**src/rtl/cordic_gain_comp_if.sv**
```systemverilog
// +--------------------------------------------------------------------------+
// | cordic_gain_comp_if : sample/result bus between CORDIC and gain stage      |
// | Rev 1.0                                                                  |
// +--------------------------------------------------------------------------+
`default_nettype none

interface cordic_gain_comp_if #(
  parameter int WORD_LENGTH = 18
);
  logic                   IN_VALID;
  logic [WORD_LENGTH-1:0] XN;
  logic [WORD_LENGTH-1:0] YN;
  logic [WORD_LENGTH-1:0] ZN;
  logic [WORD_LENGTH-1:0] XK;
  logic [WORD_LENGTH-1:0] YK;
  logic [WORD_LENGTH-1:0] ZK;
  logic                   OUT_VALID;
  logic                   BUSY;
  logic                   OVERRUN;

  modport master (
    output IN_VALID, XN, YN, ZN,
    input  XK, YK, ZK, OUT_VALID, BUSY, OVERRUN
  );

  modport slave (
    input  IN_VALID, XN, YN, ZN,
    output XK, YK, ZK, OUT_VALID, BUSY, OVERRUN
  );
endinterface

`default_nettype wire

```
**src/rtl/cordic_gain_comp.sv**
```systemverilog
// +--------------------------------------------------------------------------+
// | cordic_gain_comp : scales CORDIC X/Y by K with a bit-serial multiply,      |
// | one-deep pending buffer. Define CORDIC_GAIN_ROUND_EN for round-half-up.  |
// | Rev 1.0                                                                  |
// +--------------------------------------------------------------------------+
`default_nettype none

module cordic_gain_comp #(
  parameter int                WORD_LENGTH = 18,
  parameter int                FRAC_BITS   = 12,
  parameter int                K_BITS      = 12,
  parameter logic [K_BITS-1:0] K_CONST     = 12'h9B7
) (
  input wire logic          CLK,
  input wire logic          RST,
  cordic_gain_comp_if.slave bus
);

  localparam int ACC_W  = WORD_LENGTH + K_BITS;
  localparam int STEP_W = $clog2(K_BITS + 1);
  localparam logic [STEP_W-1:0] c_LAST = STEP_W'(K_BITS);

  typedef enum logic [0:0] {
    S_IDLE = 1'b0,
    S_MUL  = 1'b1
  } state_t;

  state_t r_state;
  state_t w_state_nxt;

  logic [STEP_W-1:0]       r_step;
  logic [K_BITS-1:0]       r_kbits;
  logic signed [ACC_W-1:0] r_mx;
  logic signed [ACC_W-1:0] r_my;
  logic signed [ACC_W-1:0] r_acc_x;
  logic signed [ACC_W-1:0] r_acc_y;
  logic [WORD_LENGTH-1:0]  r_z;

  logic                    r_pend_vld;
  logic [WORD_LENGTH-1:0]  r_pend_x;
  logic [WORD_LENGTH-1:0]  r_pend_y;
  logic [WORD_LENGTH-1:0]  r_pend_z;

  logic [WORD_LENGTH-1:0]  r_xk;
  logic [WORD_LENGTH-1:0]  r_yk;
  logic [WORD_LENGTH-1:0]  r_zk;
  logic                    r_out_valid;
  logic                    r_overrun;

  logic                    w_load;
  logic                    w_load_pend;
  logic                    w_pend_wr;
  logic                    w_pend_clr;
  logic                    w_step;
  logic                    w_finish;
  logic                    w_drop;

  logic [WORD_LENGTH-1:0]  w_src_x;
  logic [WORD_LENGTH-1:0]  w_src_y;
  logic [WORD_LENGTH-1:0]  w_src_z;
  logic signed [ACC_W-1:0] w_rnd_x;
  logic signed [ACC_W-1:0] w_rnd_y;
  logic [WORD_LENGTH-1:0]  w_xk;
  logic [WORD_LENGTH-1:0]  w_yk;
  logic                    w_unused_lsbs;

  always_ff @(posedge CLK or negedge RST) begin
    if (!RST) begin
      r_state <= S_IDLE;
    end else begin
      r_state <= w_state_nxt;
    end
  end

  // On the finish edge a waiting sample (pending or arriving) restarts MUL directly.
  always_comb begin
    w_state_nxt = r_state;
    w_load      = 1'b0;
    w_load_pend = 1'b0;
    w_pend_wr   = 1'b0;
    w_pend_clr  = 1'b0;
    w_step      = 1'b0;
    w_finish    = 1'b0;
    w_drop      = 1'b0;
    case (r_state)
      S_IDLE: begin
        if (bus.IN_VALID) begin
          w_load      = 1'b1;
          w_state_nxt = S_MUL;
        end
      end
      S_MUL: begin
        if (r_step == c_LAST) begin
          w_finish = 1'b1;
          if (r_pend_vld) begin
            w_load      = 1'b1;
            w_load_pend = 1'b1;
            w_pend_wr   = bus.IN_VALID;
            w_pend_clr  = !bus.IN_VALID;
          end else if (bus.IN_VALID) begin
            w_load = 1'b1;
          end else begin
            w_state_nxt = S_IDLE;
          end
        end else begin
          w_step = 1'b1;
          if (bus.IN_VALID) begin
            w_pend_wr = !r_pend_vld;
            w_drop    = r_pend_vld;
          end
        end
      end
      default: w_state_nxt = S_IDLE;
    endcase
  end

  assign w_src_x = w_load_pend ? r_pend_x : bus.XN;
  assign w_src_y = w_load_pend ? r_pend_y : bus.YN;
  assign w_src_z = w_load_pend ? r_pend_z : bus.ZN;

  always_ff @(posedge CLK or negedge RST) begin
    if (!RST) begin
      r_step      <= '0;
      r_kbits     <= '0;
      r_mx        <= '0;
      r_my        <= '0;
      r_acc_x     <= '0;
      r_acc_y     <= '0;
      r_z         <= '0;
      r_pend_vld  <= 1'b0;
      r_pend_x    <= '0;
      r_pend_y    <= '0;
      r_pend_z    <= '0;
      r_xk        <= '0;
      r_yk        <= '0;
      r_zk        <= '0;
      r_out_valid <= 1'b0;
      r_overrun   <= 1'b0;
    end else begin
      r_out_valid <= w_finish;
      if (w_drop) begin
        r_overrun <= 1'b1;
      end
      if (w_finish) begin
        r_xk <= w_xk;
        r_yk <= w_yk;
        r_zk <= r_z;
      end
      // Operands are pre-shifted one place per step so no barrel shifter is needed.
      if (w_load) begin
        r_mx    <= {{K_BITS{w_src_x[WORD_LENGTH-1]}}, w_src_x};
        r_my    <= {{K_BITS{w_src_y[WORD_LENGTH-1]}}, w_src_y};
        r_z     <= w_src_z;
        r_acc_x <= '0;
        r_acc_y <= '0;
        r_step  <= '0;
        r_kbits <= K_CONST;
      end else if (w_step) begin
        if (r_kbits[0]) begin
          r_acc_x <= r_acc_x + r_mx;
          r_acc_y <= r_acc_y + r_my;
        end
        r_mx    <= r_mx <<< 1;
        r_my    <= r_my <<< 1;
        r_kbits <= r_kbits >> 1;
        r_step  <= r_step + STEP_W'(1);
      end
      if (w_pend_wr) begin
        r_pend_vld <= 1'b1;
        r_pend_x   <= bus.XN;
        r_pend_y   <= bus.YN;
        r_pend_z   <= bus.ZN;
      end else if (w_pend_clr) begin
        r_pend_vld <= 1'b0;
      end
    end
  end

`ifdef CORDIC_GAIN_ROUND_EN
  localparam logic signed [ACC_W-1:0] c_HALF = ACC_W'(1) <<< (FRAC_BITS - 1);
  assign w_rnd_x = r_acc_x + c_HALF;
  assign w_rnd_y = r_acc_y + c_HALF;
`else
  assign w_rnd_x = r_acc_x;
  assign w_rnd_y = r_acc_y;
`endif

  // Taking the slice above the fraction is the arithmetic shift plus truncation.
  assign w_xk          = w_rnd_x[FRAC_BITS +: WORD_LENGTH];
  assign w_yk          = w_rnd_y[FRAC_BITS +: WORD_LENGTH];
  assign w_unused_lsbs = &{1'b0, w_rnd_x[FRAC_BITS-1:0], w_rnd_y[FRAC_BITS-1:0]};

  assign bus.XK        = r_xk;
  assign bus.YK        = r_yk;
  assign bus.ZK        = r_zk;
  assign bus.OUT_VALID = r_out_valid;
  assign bus.BUSY      = (r_state == S_MUL);
  assign bus.OVERRUN   = r_overrun;

endmodule

`default_nettype wire

```
**src/flat_wrapper.sv**
```systemverilog
// flat-port wrapper written by rule: the top's interface ports become plain ports
module cordic_gain_comp_flat 
#(
  parameter int                WORD_LENGTH = 18,
  parameter int                FRAC_BITS   = 12,
  parameter int                K_BITS      = 12,
  parameter logic [K_BITS-1:0] K_CONST     = 12'h9B7
)
  (CLK, RST, bus_IN_VALID, bus_XN, bus_YN, bus_ZN, bus_XK, bus_YK, bus_ZK, bus_OUT_VALID, bus_BUSY, bus_OVERRUN);
  cordic_gain_comp_if #(.WORD_LENGTH(WORD_LENGTH)) bus_i ();
  input wire logic CLK;
  input wire logic RST;
  input wire logic [$bits(bus_i.IN_VALID)-1:0] bus_IN_VALID;
  input wire logic [$bits(bus_i.XN)-1:0] bus_XN;
  input wire logic [$bits(bus_i.YN)-1:0] bus_YN;
  input wire logic [$bits(bus_i.ZN)-1:0] bus_ZN;
  output wire logic [$bits(bus_i.XK)-1:0] bus_XK;
  output wire logic [$bits(bus_i.YK)-1:0] bus_YK;
  output wire logic [$bits(bus_i.ZK)-1:0] bus_ZK;
  output wire logic [$bits(bus_i.OUT_VALID)-1:0] bus_OUT_VALID;
  output wire logic [$bits(bus_i.BUSY)-1:0] bus_BUSY;
  output wire logic [$bits(bus_i.OVERRUN)-1:0] bus_OVERRUN;
  assign bus_i.IN_VALID = bus_IN_VALID;
  assign bus_i.XN = bus_XN;
  assign bus_i.YN = bus_YN;
  assign bus_i.ZN = bus_ZN;
  assign bus_XK = bus_i.XK;
  assign bus_YK = bus_i.YK;
  assign bus_ZK = bus_i.ZK;
  assign bus_OUT_VALID = bus_i.OUT_VALID;
  assign bus_BUSY = bus_i.BUSY;
  assign bus_OVERRUN = bus_i.OVERRUN;
  cordic_gain_comp #(.WORD_LENGTH(WORD_LENGTH), .FRAC_BITS(FRAC_BITS), .K_BITS(K_BITS), .K_CONST(K_CONST)) u_core (.CLK(CLK), .RST(RST), .bus(bus_i));
endmodule
```
**config.mk**
```make
export PLATFORM = sky130hd
export DESIGN_NAME = cordic_gain_comp_flat
export DESIGN_NICKNAME = d
export VERILOG_FILES = /design/src/rtl/cordic_gain_comp_if.sv /design/src/rtl/cordic_gain_comp.sv /design/src/flat_wrapper.sv
export SDC_FILE = /design/constraint.sdc
export NUM_CORES = 1
export LEC_CHECK = 0
export BUFFER_PORTS_ARGS = -buffer_cell sky130_fd_sc_hd__buf_2
export CAP_MARGIN = 20
export CORE_MARGIN = 4
export CORE_UTILIZATION = 50
export CTS_BUF_LIST = sky130_fd_sc_hd__clkbuf_8
export CTS_CLUSTER_DIAMETER = 120
export CTS_CLUSTER_SIZE = 8
export DETAILED_ROUTE_END_ITERATION = 6
export PLACE_DENSITY = 0.69
export SYNTH_ARGS = -nofsm -noshare
export SYNTH_HDL_FRONTEND = slang
export SYNTH_SLANG_ARGS = --single-unit
```
**constraint.sdc**
```tcl
create_clock -name CLK -period 8.5 [get_ports CLK]
set_input_delay 1.7 -clock CLK [delete_from_list [all_inputs] [get_ports CLK]]
set_output_delay 1.7 -clock CLK [all_outputs]
set_load 0.05 [all_outputs]
```
==> results.md, run 1 <==
- Status: finished clean
- PD cells: roughly 440 mW/mm2
- CTS clk-pin slew, worst paths: ~0.06 ns
- TritonRoute pass-1 iters: 5
- Top cells by area, synth: dfrtp_1, nand2_1, ha_1
- Share of layout cells above drive strength 1: 0.167
- Num CTS Buffers: 39
- Fill count: ~2300
- Worst path cell trace: inv_1 -> ha_1 -> nand4_1 -> buf_4 -> inv_2 -> buf_12 -> nand2_2 -> nand2_1 -> a21oi_1 -> a221o_1
- Vias in the first global route: 10166
- Max-Cap Viols: 0
- I/O pins: ~110
- Vias: between 10000 and 15000
- Slew Viols, Final: 0
- Clock Latency Late Sink: between 0.5 and 0.6 ns
- Die Span Y: between 150 and 200 um
- Avg Vias per Cell: between 5 and 6
- Mapped Cells: roughly 1400
- Dpl hpwl: 20200 um
- Clock skew: between 0.02 and 0.025 ns
- Peak VDD IR: ~0.00022 V
- Htree depth: 2
- Tmin final: roughly 3.5 ns
- Async S/R FF share, synth: 1.00
- Post-CTS Setup Inserts: 0
- CP top delay family: compound AO/OA/AOI/OAI gates
- DRC: 0
- Prevailing post-synth register cell: dfrtp_1
- Drt first-iter violations: between 600 and 700
- Final ANT Viol Nets: 0
- Synth-to-layout area growth: 10.6%
- CTS Buffer Depth: 3
- CTS tree: built
- CTS sink cnt: between 200 and 300
- Final core area utilization: 0.563
- Yosys reg bits: between 200 and 300
- Die area: around 0.029 mm2
- Synth cell types: 67
- Crit share post-route: 0.415
- Fmax: about 280 MHz
- Leak pwr: between 0.007 and 0.008 uW
- Die Wd: approximately 170 um
- Critical path class: reg -> reg
- Arrival time of the worst setup path: ~4 ns
- CTS resizes: 0
- Placed Cells: about 1800
- Synth top cells by count: nand2_1, dfrtp_1, o21ai_0
- CP peak stage delay: just under 0.9 ns
- Root Driver: clkbuf_8
- Placer Congestion: about 0.90
- Overflow after GRT: 0
- CP Launch Type: flip-flop
- Final setup vio count: 0
- Top-area cell type share of the netlist area: 0.501
- Antenna cells: 0
- Setup crit end kind: flip-flop
- Number of cell rows: 59
- Worst Path Buf+Inv: 4
- Post-layout nets: 1580
- Register area share after synthesis: 0.501
- Buffers on Ports: 113
- Hold Path Class: reg -> reg
- Sequential cell area: 0.00666 mm2
- First-pass GRT wire length: a little over 50000 um
- Synth area leader: dfrtp_1
- Slew margin rel.: 0.270
- GRT Total Usage: 0.210
- Largest net degree at the start of global routing: roughly 170
- Post-synth EDFFs: 0
- Setup slack at placement: 4.46 ns
- Fin cells: around 1800
- Mapped Area: between 0.01 and 0.015 mm2
- Final Hold Fails: 0
- Critical Path Slowest Stage Cell: a21oi_1
- Mean Syn Cell Area: roughly 9.7 um2
- Worst path required time: ~9.0 ns
- Post-CTS Hold Buffers: 0
- RSZ-0062 raised after global routing: no
- Initial antenna violation count: 1
- Multi-input gate area: ~0.0063 mm2
- Least-Margin Pin Slew: between 1 and 1.5 ns
- Mapped Nets: ~1500
- Final wirelength: just over 30000 um
- Core area: about 0.026 mm2
- Most frequent cell after synthesis: nand2_1
- TNS Setup: 0 ns
- Synth warnings: 0
- Crit-path max FO: 58
- Setup slack after layout: around 5.0 ns
- Starting Density: 0.509
- Per-cell routed wire length: roughly 17 um
-- tightest hold or removal path, cell delays in order (launching register included) --
cell and delay (ns):
dfrtp_1 0.33, nand2_1 0.05, nand2_1 0.05
-- flip-flops by register name, summed over array words and instances, names as in the netlist, 30 cells and up --
| signal | count |
|---|---|
| u_core.r_acc_x | 30 |
| u_core.r_my | 30 |
| u_core.r_mx | 30 |
| u_core.r_acc_y | 30 |
-- cell families (layout without fill, tap and decap cells) --
kind of cell               Yosys count  in the layout  share of synthesized area
xor gates and xnor gates            44             44                     0.0290
and+or+nand+nor                    476            476                      0.149
muxes                               57             57                     0.0480
AOI/OAI and AO/OA                  368            368                      0.186
adders and majority gates           62             62                     0.0595
DFF                                266            266                      0.501
buffers and inverters               98            190                     0.0280
-- cell usage in the layout, fill, tap and decap left out, drive strengths merged, types with 16 or more instances in the layout --
| master | n |
|---|---|
| ha | 60 |
| inv | 23 |
| a31oi | 55 |
| xor2 | 24 |
| a21oi | 63 |
| nand2 | 344 |
| mux2 | 54 |
| nor2 | 47 |
| dfrtp | 266 |
| a221o | 29 |
| nand3 | 16 |
| xnor2 | 20 |
| o22ai | 34 |
| o21ai | 85 |
| a21o | 25 |
| clkbuf | 39 |
| buf | 125 |
-- final timing paths --
check | endpoint | slack (ns) | cells past startpoint | startpoint
worst max-delay path | u_core.r_my[26]$_DFFE_PN0P_ | 4.97 | 10 | u_core.r_step[0]$_DFFE_PN0P_
worst min-delay path | u_core.bus.YK[6]$_DFFE_PN0P_ | 0.47 | 2 | u_core.bus.YK[6]$_DFFE_PN0P_
worst max register to register | u_core.r_my[26]$_DFFE_PN0P_ | 4.97 | 10 | u_core.r_step[0]$_DFFE_PN0P_
worst min register to register | u_core.bus.YK[6]$_DFFE_PN0P_ | 0.47 | 2 | u_core.bus.YK[6]$_DFFE_PN0P_
max in group asynchronous | u_core.r_my[15]$_DFFE_PN0P_ | 6.02 | 2 | RST
min in group asynchronous | u_core.r_pend_x[10]$_DFFE_PN0P_ | 1.17 | 1 | RST
-- layout make-up --
class / count / area share
Tap cell: 335 / 0.0285
Clock inverter: 4 / 0.00281
Sequential cell: 266 / 0.453
Clock buffer: 39 / 0.0365
Multi-Input combinational cell: 1007 / 0.427
Timing Repair Buffer: 125 / 0.0470
Inverter: 22 / 0.00561
-- per-stage QoR --
stage / area, um2 / total power, uW / hold WS (ns)
5_1_grt: 14700 / 7060 / 0.481
3_3_place_gp: 14100 / 5550 / 0.446
4_1_cts: 14700 / 6550 / 0.473
6_report: 14700 / 6510 / 0.466
3_5_place_dp: 14100 / 5650 / 0.454
2_1_floorplan: 13300 / 4860 / 0.439
-- power by group --
| group | switching [uW] | total [uW] | internal (uW) |
|---|---|---|---|
| Clock | 462 | 878 | 416 |
| Sequential | 413 | 2280 | 1860 |
| Combinational | 2030 | 3360 | 1330 |
-- per-layer routing --
layer  track usage  part of all wire  vias to the layer above
met5             0           0.00023                        -
met4        0.0606             0.020                        2
met3        0.0414             0.052                       46
met2         0.329              0.45                      235
met1         0.300              0.48                     4968
li1              -                 -                     5072
(Power assumes the default switching activity.)
==> run 2, diff against run 1 <==
==> constraint.sdc (replaced) <==
create_clock -name CLK -period 3.3 [get_ports CLK]
set_input_delay 0.66 -clock CLK [delete_from_list [all_inputs] [get_ports CLK]]
set_output_delay 0.66 -clock CLK [all_outputs]
set_load 0.05 [all_outputs]
==> run 2 against run 1 <==
Net effect:
- non-clock buffer count grew 8
- setup slack got worse by 4.7 ns
- final cell count rose by 0.44%
- sequential share of layout area fell by 0.24 points
- via count up 1.9%
- sequential cell count stayed put
- combinational power grew to 2.6 times the previous value
- sequential power grew to 2.6 times the previous value
- global-route usage grew 0.94 points
- count of clock-buffer cells in the layout grew 1
- critical path type unchanged
- largest cell class unchanged
- largest power group unchanged
==> results.md, run 2 (synthesis gave the netlist of run 1 again) <==
- Worst path required time: 3.74 ns (-5.24 ns)
- Hold Path Class: in -> async
- Leak pwr: 0.00711 uW (+0.68%)
- Slew Viols, Final: 0 (unchanged)
- Per-cell routed wire length: 17.6 um (+4.0%)
- CP Launch Type: flip-flop
- Worst reg2reg setup slack: 0.25 ns (-4.72 ns)
- CTS tree: built
- Die Span Y: 171 um (unchanged)
- Root Driver: clkbuf_8
- Crit-path max FO: 7 (-88%)
- Status: finished clean
- Post-CTS Setup Inserts: 0 (unchanged)
- Vias in the first global route: 10558 (+3.9%)
- GRT Total Usage: 0.219 (+0.00944)
- Antenna cells: 0 (unchanged)
- Fin area: 0.0148 mm2 (+0.54%)
- Peak VDD IR: 0.000539 V (+140%)
- Dpl hpwl: 21000 um (+4.1%)
- Commonest cells after routing, fill and taps aside: nand2_1, dfrtp_1, buf_2, o21ai_0
- Final wirelength: 31800 um (+4.4%)
- TritonRoute pass-1 iters: 5 (unchanged)
- Vias: 10521 (+1.9%)
- Number of cell rows: 59 (unchanged)
- CTS sink cnt: 266 (unchanged)
- Share of layout cells above drive strength 1: 0.171 (+0.00385)
- Synth-to-layout area growth: 11.2%
- Num CTS Buffers: 39 (unchanged)
- First-pass GRT wire length: 53000 um (+4.2%)
- Fmax: 328 MHz (+16%)
- Overflow after GRT: 0 (unchanged)
- PD cells: 1140 mW/mm2 (+160%)
- TNS Setup: 0 ns (unchanged)
- RSZ-0062 raised after global routing: no
- Setup crit end kind: flip-flop
- CTS clk-pin slew, worst paths: 0.06 ns (about the same)
- Post-CTS Hold Buffers: 0 (unchanged)
- Htree depth: 2 (unchanged)
- Die area: 0.0293 mm2 (unchanged)
- Crit share post-route: 0.924 (+0.509)
- DRC: 0 (unchanged)
- Tmin final: 3.05 ns (-0.479 ns)
- Slew margin rel.: 0.451 (+0.181)
- Commonest non-fill, non-tap cell in the layout: nand2_1
- Final Hold Fails: 0 (unchanged)
- Clock Latency Late Sink: 0.55 ns (about the same)
- Core area: 0.0261 mm2 (unchanged)
- Drt first-iter violations: 635 (-8.5%)
- Placer Congestion: 0.900 (-0.32%)
- Buffers on Ports: 113 (unchanged)
- Total placed instance area: 0.0142 mm2 (+0.73%)
- Arrival time of the worst setup path: 3.49 ns (-0.52 ns)
- Post-layout nets: 1588 (+0.51%)
- CTS Buffer Depth: 3 (unchanged)
- I/O pins: 114 (unchanged)
- Critical path class: reg -> reg
- Avg Vias per Cell: 5.83 (+1.5%)
- CTS resizes: 0 (unchanged)
- Clock skew: 0.0218 ns (-0.000945 ns)
- Starting Density: 0.509 (unchanged)
- Die Wd: 171 um (unchanged)
- Final setup vio count: 0 (unchanged)
- Least-Margin Pin Slew: 0.824 ns (-0.272 ns)
- Largest net degree at the start of global routing: 80 (-52%)
- Final core area utilization: 0.566 (+0.00306)
- Final ANT Viol Nets: 0 (unchanged)
- Initial antenna violation count: 1 (unchanged)
- Max-Cap Viols: 0 (unchanged)
run 2: critical path, cell delays in order, from the launching register on:
cell	delay [ns]
dfrtp_1	0.39
ha_1	0.22
fa_1	0.44
a211oi_2	0.24
o21ai_1	0.09
a31o_1	0.26
a221o_4	0.42
a21oi_2	0.21
a21oi_1	0.11
or3_1	0.31
a32o_1	0.25
run 2: final timing paths:
kind,startpoint,to,cells past startpoint
setup / recovery,u_core.r_my[0]$_DFFE_PN0P_,u_core.r_acc_y[26]$_DFFE_PN0P_,10
hold / removal,RST,u_core.r_pend_x[6]$_DFFE_PN0P_,1
setup reg to reg,u_core.r_my[0]$_DFFE_PN0P_,u_core.r_acc_y[26]$_DFFE_PN0P_,10
hold reg to reg,u_core.bus.YK[5]$_DFFE_PN0P_,u_core.bus.YK[5]$_DFFE_PN0P_,2
max in group asynchronous,RST,u_core.r_kbits[5]$_DFFE_PN0P_,2
min in group CLK,bus_ZN[7],u_core.r_pend_z[7]$_DFFE_PN0P_,2
run 2: where the power goes:
part / leakage (uW) / switching [uW] / internal [uW]
combinational: 0.00352 / 5260 / 3470
clock: 0.000296 / 1180 / 1090
sequential: 0.00328 / 1080 / 4800
total: 0.00711 / 7520 / 9360
run 2: final cells by class:
type / instances / area, um2
fillers: 2358 / 11300
flip-flops and latches: 266 / 6660
multi-input cells: 1007 / 6280
repair buffers: 133 / 776
clock buffers: 40 / 551
well taps: 335 / 419
inverters: 22 / 82.6
clock inverters: 3 / 25.0
run 2: metrics by stage:
stage / setup WS [ns] / power, uW / std cells / hold slack, ns
after floorplan: 0.464 / 12500 / 1371 / 0.364
after global placement: 0.325 / 14400 / 1763 / 0.447
after detailed placement: 0.275 / 14600 / 1763 / 0.456
after CTS: 0.265 / 16900 / 1806 / 0.117
after global routing: 0.0699 / 18300 / 1806 / 0.153
final: 0.251 / 16900 / 1806 / 0.114
run 2: per-layer routing:
metal / up-vias / share of wire / global-route usage
met5: - / 0.00022 / 0
met4: 2 / 0.026 / 0.0651
met3: 65 / 0.053 / 0.0432
met2: 251 / 0.46 / 0.347
met1: 5140 / 0.46 / 0.309
li1: 5063 / - / -
